### src/rtl/mono_data_tx_pkg.sv
// mono_data_tx_pkg: shared constants, word field layout, FSM states and Gray helper
// for the Monopix readout emulator. The optional Gray timestamp encoding in the
// top level is enabled by defining MONO_DATA_TX_GRAY_EN.
package mono_data_tx_pkg;

  localparam int unsigned WORD_W_DEF = 26;
  localparam int unsigned ERR_W      = 8;

  // Hit word layout {COL, ROW, LE, TE}, MSB first on the wire
  localparam int unsigned TE_W    = 6;
  localparam int unsigned LE_W    = 6;
  localparam int unsigned ROW_W   = 8;
  localparam int unsigned COL_W   = 6;
  localparam int unsigned TE_OFF  = 0;
  localparam int unsigned LE_OFF  = TE_OFF + TE_W;
  localparam int unsigned ROW_OFF = LE_OFF + LE_W;
  localparam int unsigned COL_OFF = ROW_OFF + ROW_W;

  typedef enum logic {
    IDLE  = 1'b0,
    SHIFT = 1'b1
  } state_e;

  // Binary to Gray for a 6-bit timestamp field
  function automatic logic [5:0] bin2gray(input logic [5:0] b);
    return b ^ (b >> 1);
  endfunction

endpackage

### src/rtl/mono_data_tx_fifo.sv
// mono_data_tx_fifo: synchronous hit FIFO with occupancy count. Pointers carry one
// extra wrap bit so full and empty are distinguishable from the difference alone.
module mono_data_tx_fifo #(
  parameter int unsigned W     = 26,
  parameter int unsigned DEPTH = 16
) (
  input  logic                     i_clk,
  input  logic                     i_rst_b,
  input  logic                     i_push,
  input  logic [W-1:0]             i_wdata,
  input  logic                     i_pop,
  output logic [W-1:0]             o_rdata_c,
  output logic [$clog2(DEPTH):0]   o_count_c
);

  localparam int unsigned AW = $clog2(DEPTH);
  localparam int unsigned PW = AW + 1;

  logic [W-1:0]  r_mem [DEPTH];
  logic [PW-1:0] r_wptr;
  logic [PW-1:0] r_rptr;

  // Pointer update; cleared by reset so the FIFO comes up empty
  always_ff @(posedge i_clk) begin
    if (!i_rst_b) begin
      r_wptr <= '0;
      r_rptr <= '0;
    end else begin
      if (i_push) r_wptr <= r_wptr + PW'(1);
      if (i_pop)  r_rptr <= r_rptr + PW'(1);
    end
  end

  // Storage write
  always_ff @(posedge i_clk) begin
    if (i_push) r_mem[r_wptr[AW-1:0]] <= i_wdata;
  end

  assign o_rdata_c = r_mem[r_rptr[AW-1:0]];
  assign o_count_c = r_wptr - r_rptr;

endmodule

### src/rtl/mono_data_tx.sv
// mono_data_tx: Monopix readout periphery emulator. Queues hit words, raises TOKEN,
// and serialises one word per READ edge on DATA. FREEZE snapshots the set of words
// offered through TOKEN. Define MONO_DATA_TX_GRAY_EN to Gray-encode LE/TE at load.
module mono_data_tx
  import mono_data_tx_pkg::*;
#(
  parameter int unsigned WORD_W = WORD_W_DEF,
  parameter int unsigned DEPTH  = 16
) (
  input  logic              CLK,
  input  logic              RST_B,
  input  logic [WORD_W-1:0] HIT_DATA,
  input  logic              HIT_VALID,
  output logic              HIT_READY,
  input  logic              READ,
  input  logic              FREEZE,
  output logic              TOKEN,
  output logic              DATA,
  output logic              BUSY,
  output logic [ERR_W-1:0]  RD_ERR_CNT
);

  localparam int unsigned CW = $clog2(DEPTH) + 1;
  localparam int unsigned BW = $clog2(WORD_W);

  logic [CW-1:0]     w_count;
  logic [WORD_W-1:0] w_head;
  logic [WORD_W-1:0] w_load_word;
  logic              w_push;
  logic              w_load;
  logic              w_avail;
  logic              w_frozen;
  logic              w_frz_rise;
  logic              w_frz_fall;
  logic              w_rd_ign;

  logic              r_read_q;
  logic              r_read_qq;
  logic              r_rd_edge;
  logic              r_frz_q;
  logic              r_frz_qq;
  logic              r_ready_en;
  logic              r_token;
  logic [CW-1:0]     r_frz_cnt;
  logic [ERR_W-1:0]  r_err_cnt;
  state_e            r_state;
  logic [BW-1:0]     r_bit_cnt;
  logic [WORD_W-1:0] r_shreg;
  logic              r_busy;

  mono_data_tx_fifo #(
    .W     (WORD_W),
    .DEPTH (DEPTH)
  ) u_fifo (
    .i_clk     (CLK),
    .i_rst_b   (RST_B),
    .i_push    (w_push),
    .i_wdata   (HIT_DATA),
    .i_pop     (w_load),
    .o_rdata_c (w_head),
    .o_count_c (w_count)
  );

  // Frozen state follows the second FREEZE stage so FRZ_CNT is already valid
  assign w_frozen   = r_frz_qq;
  assign w_frz_rise = r_frz_q & ~r_frz_qq;
  assign w_frz_fall = ~r_frz_q & r_frz_qq;
  assign w_avail    = w_frozen ? (r_frz_cnt != '0) : (w_count != '0);
  assign w_load     = (r_state == IDLE) & r_rd_edge & w_avail;
  assign w_rd_ign   = r_rd_edge & ~w_load;
  assign w_push     = HIT_VALID & HIT_READY;

  assign HIT_READY  = r_ready_en & (w_count != CW'(DEPTH));
  assign TOKEN      = r_token;
  assign DATA       = r_shreg[WORD_W-1];
  assign BUSY       = r_busy;
  assign RD_ERR_CNT = r_err_cnt;

  // Word as placed on the wire; timestamps optionally Gray-coded
  always_comb begin
    w_load_word = w_head;
`ifdef MONO_DATA_TX_GRAY_EN
    w_load_word[LE_OFF +: LE_W] = bin2gray(w_head[LE_OFF +: LE_W]);
    w_load_word[TE_OFF +: TE_W] = bin2gray(w_head[TE_OFF +: TE_W]);
`endif
  end

  // Input synchronisers, READ edge register, ready enable and TOKEN
  always_ff @(posedge CLK) begin
    if (!RST_B) begin
      r_read_q   <= 1'b0;
      r_read_qq  <= 1'b0;
      r_rd_edge  <= 1'b0;
      r_frz_q    <= 1'b0;
      r_frz_qq   <= 1'b0;
      r_ready_en <= 1'b0;
      r_token    <= 1'b0;
    end else begin
      r_read_q   <= READ;
      r_read_qq  <= r_read_q;
      r_rd_edge  <= r_read_q & ~r_read_qq;
      r_frz_q    <= FREEZE;
      r_frz_qq   <= r_frz_q;
      r_ready_en <= 1'b1;
      r_token    <= w_frozen ? (r_frz_cnt != '0) : (w_count != '0);
    end
  end

  // Freeze snapshot: words queued at the freeze edge, excluding one popped that cycle
  always_ff @(posedge CLK) begin
    if (!RST_B) begin
      r_frz_cnt <= '0;
    end else if (w_frz_rise) begin
      r_frz_cnt <= w_count - CW'(w_load);
    end else if (w_frz_fall) begin
      r_frz_cnt <= '0;
    end else if (w_frozen && w_load) begin
      r_frz_cnt <= r_frz_cnt - CW'(1);
    end
  end

  // Saturating count of READ edges that could not be served
  always_ff @(posedge CLK) begin
    if (!RST_B) begin
      r_err_cnt <= '0;
    end else if (w_rd_ign && (r_err_cnt != '1)) begin
      r_err_cnt <= r_err_cnt + ERR_W'(1);
    end
  end

  // Readout FSM: load on an accepted READ edge, then shift MSB first one bit per cycle
  always_ff @(posedge CLK) begin
    if (!RST_B) begin
      r_state   <= IDLE;
      r_bit_cnt <= '0;
      r_shreg   <= '0;
      r_busy    <= 1'b0;
    end else begin
      case (r_state)
        IDLE: begin
          if (w_load) begin
            r_shreg   <= w_load_word;
            r_bit_cnt <= BW'(WORD_W - 1);
            r_busy    <= 1'b1;
            r_state   <= SHIFT;
          end
        end
        SHIFT: begin
          r_shreg <= {r_shreg[WORD_W-2:0], 1'b0};
          if (r_bit_cnt == '0) begin
            r_busy  <= 1'b0;
            r_state <= IDLE;
          end else begin
            r_bit_cnt <= r_bit_cnt - BW'(1);
          end
        end
        default: r_state <= IDLE;
      endcase
    end
  end

endmodule
### config.mk
export PLATFORM = sky130hd
export DESIGN_NAME = mono_data_tx
export DESIGN_NICKNAME = d
export VERILOG_FILES = /design/src/rtl/mono_data_tx_pkg.sv /design/src/rtl/mono_data_tx_fifo.sv /design/src/rtl/mono_data_tx.sv
export SDC_FILE = /design/constraint.sdc
export NUM_CORES = 1
export LEC_CHECK = 0
export CAP_MARGIN = 20
export CORE_MARGIN = 5
export CORE_UTILIZATION = 66
export DETAILED_ROUTE_END_ITERATION = 7
export PLACE_DENSITY_LB_ADDON = 0.08
export SETUP_SLACK_MARGIN = 0.05
export SLEW_MARGIN = 5
export SYNTH_ARGS = -nofsm -noshare
export SYNTH_HDL_FRONTEND = slang
export SYNTH_HIERARCHICAL = 1
export SYNTH_SLANG_ARGS = --single-unit
### constraint.sdc
create_clock -name CLK -period 8.9 [get_ports CLK]
set_input_delay 1.335 -clock CLK [delete_from_list [all_inputs] [get_ports CLK]]
set_output_delay 1.335 -clock CLK [all_outputs]
set_load 0.02 [all_outputs]
# Yosys cells after proc, flatten, opt, wreduce, memory -nomap -nowiden
# Memories as Yosys holds them, arrays and structs flattened. A register that Yosys moved wholly into a read port is not among the register bits.
# Index checks and enable logic that the tools add are counted.
# totals
word_cells,69
ram_bits,416
reg_bits,63
input_bits,31
out_inout_bits,12
mem_count,1
# classes
n_eq_ne,5
n_reduce_logical,8
add_sub_neg,7
bitwise,13
n_mux,20
# memory_table
name,words,word_bits,read_ports,rd_ports_with_merged_regs,write_ports,line_no,text
u_fifo.r_mem,16,26,1,1,1,mono_data_tx_fifo.sv:19,logic [W-1:0] r_mem [DEPTH];
# op_table
cell,count
$pmux W26 S2,1
$mux W26,1
$mux W5,5
$add A5 B1 Y5 const B,2
$pmux W5 S2,1
$reduce_bool A5 Y1,2
$sub A5 B1 Y5 const B,2
$add A8 B1 Y8 const B,1
$and A1 B1 Y1,8
$mux W1,8
$mux W4,2
$ne A8 B8 Y1 const B,1
$logic_not A5 Y1,1
$ne A5 B5 Y1 const B,1
$not A1 Y1,5
$sub A5 B1 Y5,1
$sub A5 B5 Y5,1
$ne A2 B2 Y1 const B,2
$pmux W1 S2,2
$reduce_and A2 Y1,2
$reduce_bool A3 Y1,1
$logic_and A1 B1 Y1,2
$ne A2 B1 Y1 const B,1

# Longest topological paths before layout
# logic_depth
ltp_word,8
depth_mapped,16
mapped_depth_nobuf,15

# Cells and area by module
# The synthesis kept the hierarchy.
# by_module_without_submodules
module,seq_area_each_um2,instances,cells_each,area_per_inst_um2
mono_data_tx_fifo,12772.2,1,725,16568.4
mono_data_tx,1061.0,1,285,2567.5

# Worst setup path before layout
# Ideal clock, no wire load.
# synth_path
path_kind,register -> register
start,register u_fifo.r_wptr[0]
end,memory u_fifo.r_mem[0][0] (enable)
path_buffers,1
arrival_ps,3518
path_stages_with_launch,12
required_time_ps,8515
synth_period_minus_slack_ps,3903
slack_ps,4997
setup_ps,385
cell_sequence,dfxtp_1 inv_1 ha_1 inv_1 fa_1 xor2_1 nor4_4 a21boi_0 and2_1 clkbuf_1 nor3b_1 and2_1
# synth_via
elab_chain_cells,6
# synth_rtl
item,line_no,text
start: declaration,mono_data_tx_fifo.sv:20,logic [PW-1:0] r_wptr;
start signal: assignment,mono_data_tx_fifo.sv:29,if (i_push) r_wptr <= r_wptr + PW'(1);
$sub A5 B5 Y5,mono_data_tx_fifo.sv:40,assign o_count_c = r_wptr - r_rptr;
named net w_count[2],mono_data_tx.sv:26,logic [CW-1:0] w_count;
$ne A5 B5 Y1,mono_data_tx.sv:73,assign HIT_READY = r_ready_en & (w_count != CW'(DEPTH));
$and A1 B1 Y1,mono_data_tx.sv:73,
named net HIT_READY,mono_data_tx.sv:14,"output logic HIT_READY,"
$and A1 B1 Y1,mono_data_tx.sv:71,assign w_push = HIT_VALID & HIT_READY;
named net w_push,mono_data_tx.sv:29,logic w_push;
$mux W1,mono_data_tx_fifo.sv:36,if (i_push) r_mem[r_wptr[AW-1:0]] <= i_wdata;
$mux W1 (not written as such),mono_data_tx_fifo.sv:36,
end: declaration,mono_data_tx_fifo.sv:19,
# The timed path passes the listed nets, and every way through them passes these cells.

# Worst setup path after layout
# layout_path
start,register u_fifo.r_wptr[0]
end,output HIT_READY
# layout_via
elab_chain_cells,3
# layout_rtl
item,line_no
$sub A5 B5 Y5,mono_data_tx_fifo.sv:40
named net w_count[2],mono_data_tx.sv:26
$ne A5 B5 Y1,mono_data_tx.sv:73
$and A1 B1 Y1,mono_data_tx.sv:73
end: declaration,mono_data_tx.sv:14
# The timed path passes the listed nets, and every way through them passes these cells.

==> impl_metrics.toml <==
[outcome]
status = "finished, final reports clean"

[worst_setup_path]
criticalPathCategory = "reg2out"
cp.arrival_ns = 3.06
cp_slowest_stage_delay_ns = 0.64
crit_path_end_kind = "primary output"
crit_slowest_cell = "clkdlybuf4s50_1"
ff2ff_setup_slack_ns = 5.14
timing.rr.start = "u_fifo/r_wptr[0]"
crit_top_cell = "inv_1"
critical_path.cell_chain = "inv_1, ha_1, inv_1, fa_1, xor2_1, nor4_4, a21boi_0, clkdlybuf4s50_1"
r2r.worst_path.cells = 16
crit_path_start = "u_fifo/r_wptr[0]"
worst-path-max-fanout = 5
timing.rr.end = "r_frz_cnt[4]"
critPathLaunchType = "register"
crit_required_ns = 7.57

[sta]
slew_viol_final = 0
post-route-period-util_pct = 49.3
setup_viol = 0
min_period_ns = 4.39
slew_headroom_pct = 33.8
tightest_slew_ns = 0.994
max_freq_mhz = 228
clock_skew_ns = 0.0118
finalSetupTns_ns = 0
finalHoldViolCount = 0
rsz0062_at_grt = "false"

[floorplanning]
io_pins = 43
core_area_mm2 = 0.0287
die_h_um = 180
start_util_pct = 66.7
num_rows = 62
die_w_um = 180
dieArea_mm2 = 0.0325

[hold_path]
hp-start = "r_read_qq"
hold_class = "reg2reg"
hold_end = "r_rd_edge"
hold_depth = 1

[clocking]
cts_tree = "yes"
cts.clk_slew.worst_paths_ns = 0.06
clockBufferDepth = 3
cts_setup_buffers = 0
cts-root-buf = "clkbuf_16"
cts.hold.buffers_added = 0
htree_num_levels = 2
cts_resized = 0
cts.sinks = 483
clock_latency_ns = 0.55
cts_made_buffers = 48

[detailed_routing]
ant_nets = 0
drt-total-wl_um = 38200
drt_iter0_drc = 824
via_per_inst = 6.57
wl_per_cell_um = 25.7
drc = 0
firstDrtPassIters = 5
num_vias = 9740

[synth]
netlist_area_mm2 = 0.0191
synth_flop_cell = "edfxtp_1"
netlist_instances = 1010
seq_area_frac_synth_pct = 72.3
ys_seq_elements = 483
syn_nets = 1060
yosysWarnings = 6
ys_types = 64
avgSynthCellArea_um2 = 18.9
synth_edf_count = 416
async_flop_share_pct = 0

[pwr]
powerDensity_mw_per_mm2 = 226
leakage_nw = 6.80
ir_worst_vdd_mv = 0.178

[flow_run]
maxCapViolCount = 0

[grt]
grt_pass1_wl_um = 58600
antenna_found_initial = 0
overflow = 0
first_global_vias = 9868
grtUsageTotal_pct = 23.5
grt_start_max_net_pins = 70

[placed_design]
numPortBuffers = 42
dp_hpwl_um = 20300
place.gp.congestion = 0.780

[final_layout]
drive_above_1_share_pct = 17.3
utilization_pct = 74.9
final_common_cell = "edfxtp_1"
finalNetCount = 1109
layout_common_cells = "416 x edfxtp_1, 69 x a22oi_1, 68 x mux4_2, 65 x dfxtp_1, 50 x clkbuf_16"
syn_to_final_growth_pct = 12.4
## sequential cells by signal, summed over array words and instances, names as in the netlist, 5 cells and up, named ones only
register / count
u_fifo/r_mem: 416
r_shreg: 26
r_frz_cnt: 5
u_fifo/r_rptr: 5
RD_ERR_CNT: 8
u_fifo/r_wptr: 5
r_bit_cnt: 5
## Yosys cell counts, drive strengths merged (5+ instances only)
master	instances	share of area [%]
nor2	14	0.27
clkbuf	27	0.58
ha	18	1.2
o21ai	15	0.39
a21oi	42	1.1
edfxtp	416	65
buf	28	1.4
xor2	5	0.23
nor2b	7	0.23
xnor2	10	0.46
mux2i	12	0.63
nand2	38	0.75
nand3	23	0.60
inv	19	0.37
and2	30	0.99
dfxtp	67	7.0
mux4	104	13
nor3b	5	0.20
a22oi	69	2.7
## worst max-delay path: cells and delay by family (launching register included)
family,cells,cell delay (ns)
buffers and inverters,3,0.81
DFF,1,0.36
and+or+nand+nor,1,0.14
adders and majority gates,2,0.54
AOI/OAI and AO/OA,1,0.25
xor gates and xnor gates,1,0.41
## cells by family (layout without fill, tap and decap cells)
| family | count (synthesis) | count (layout) | share of synthesized area, % |
|---|---|---|---|
| compound gates | 156 | 156 | 5.56 |
| xor+xnor | 15 | 15 | 0.687 |
| fa+ha+maj | 19 | 19 | 1.28 |
| buf+inv | 75 | 163 | 2.39 |
| flops | 483 | 483 | 72.3 |
| mux | 118 | 118 | 13.7 |
| other cells | 0 | 1 | 0 |
| simple gates | 144 | 144 | 4.10 |
## routing by layer
layer  track usage, %  routed length (um)  vias to the layer above  part of all wire (%)
met3             3.92                2320                       72                   6.1
met2             38.5               18900                      368                    49
met5                0                   0                        -                     0
met1             33.9               16100                     5063                    42
met4             5.96                 833                        0                   2.2
li1                 -                   -                     4237                     -
## final cells by class
class / instances / area [um^2]
Sequential cell: 483 / 13800
Fill cell: 1650 / 7200
Multi-Input combinational cell: 452 / 4870
Clock buffer: 62 / 1330
Timing Repair Buffer: 54 / 510
Tap cell: 384 / 480
Clock inverter: 27 / 393
Inverter: 20 / 75.1
Antenna cell: 1 / 2.50
## report_power, final
| group | internal [mW] | switching [mW] | total [mW] |
|---|---|---|---|
| clock network | 1.32 | 0.829 | 2.15 |
| registers | 2.48 | 0.0171 | 2.50 |
| logic | 0.0934 | 0.123 | 0.217 |
| total | 3.90 | 0.970 | 4.87 |
## how the worst max path moves through the flow
stage | end | slack [ns] | cells after the start
2_1_floorplan | u_fifo/r_mem[0][0] | 5.00 | 11
3_3_place_gp | HIT_READY | 5.12 | 8
3_5_place_dp | HIT_READY | 5.07 | 7
4_1_cts | HIT_READY | 4.49 | 7
5_1_grt | HIT_READY | 4.28 | 7
6_report | HIT_READY | 4.51 | 8
## through the flow
stage / setup WS [ns] / total power, mW / cell area (um^2) / hold WS [ns] / std cells
floorplan: 5.00 / 2.69 / 19100 / 0.367 / 1010
global placement: 5.12 / 2.76 / 19800 / 0.377 / 1393
detailed placement: 5.07 / 2.76 / 19800 / 0.375 / 1393
CTS: 4.49 / 4.90 / 21500 / 0.387 / 1482
global route: 4.28 / 5.03 / 21500 / 0.398 / 1482
finish: 4.51 / 4.87 / 21500 / 0.384 / 1483
Power figures use the tool's default switching activity.
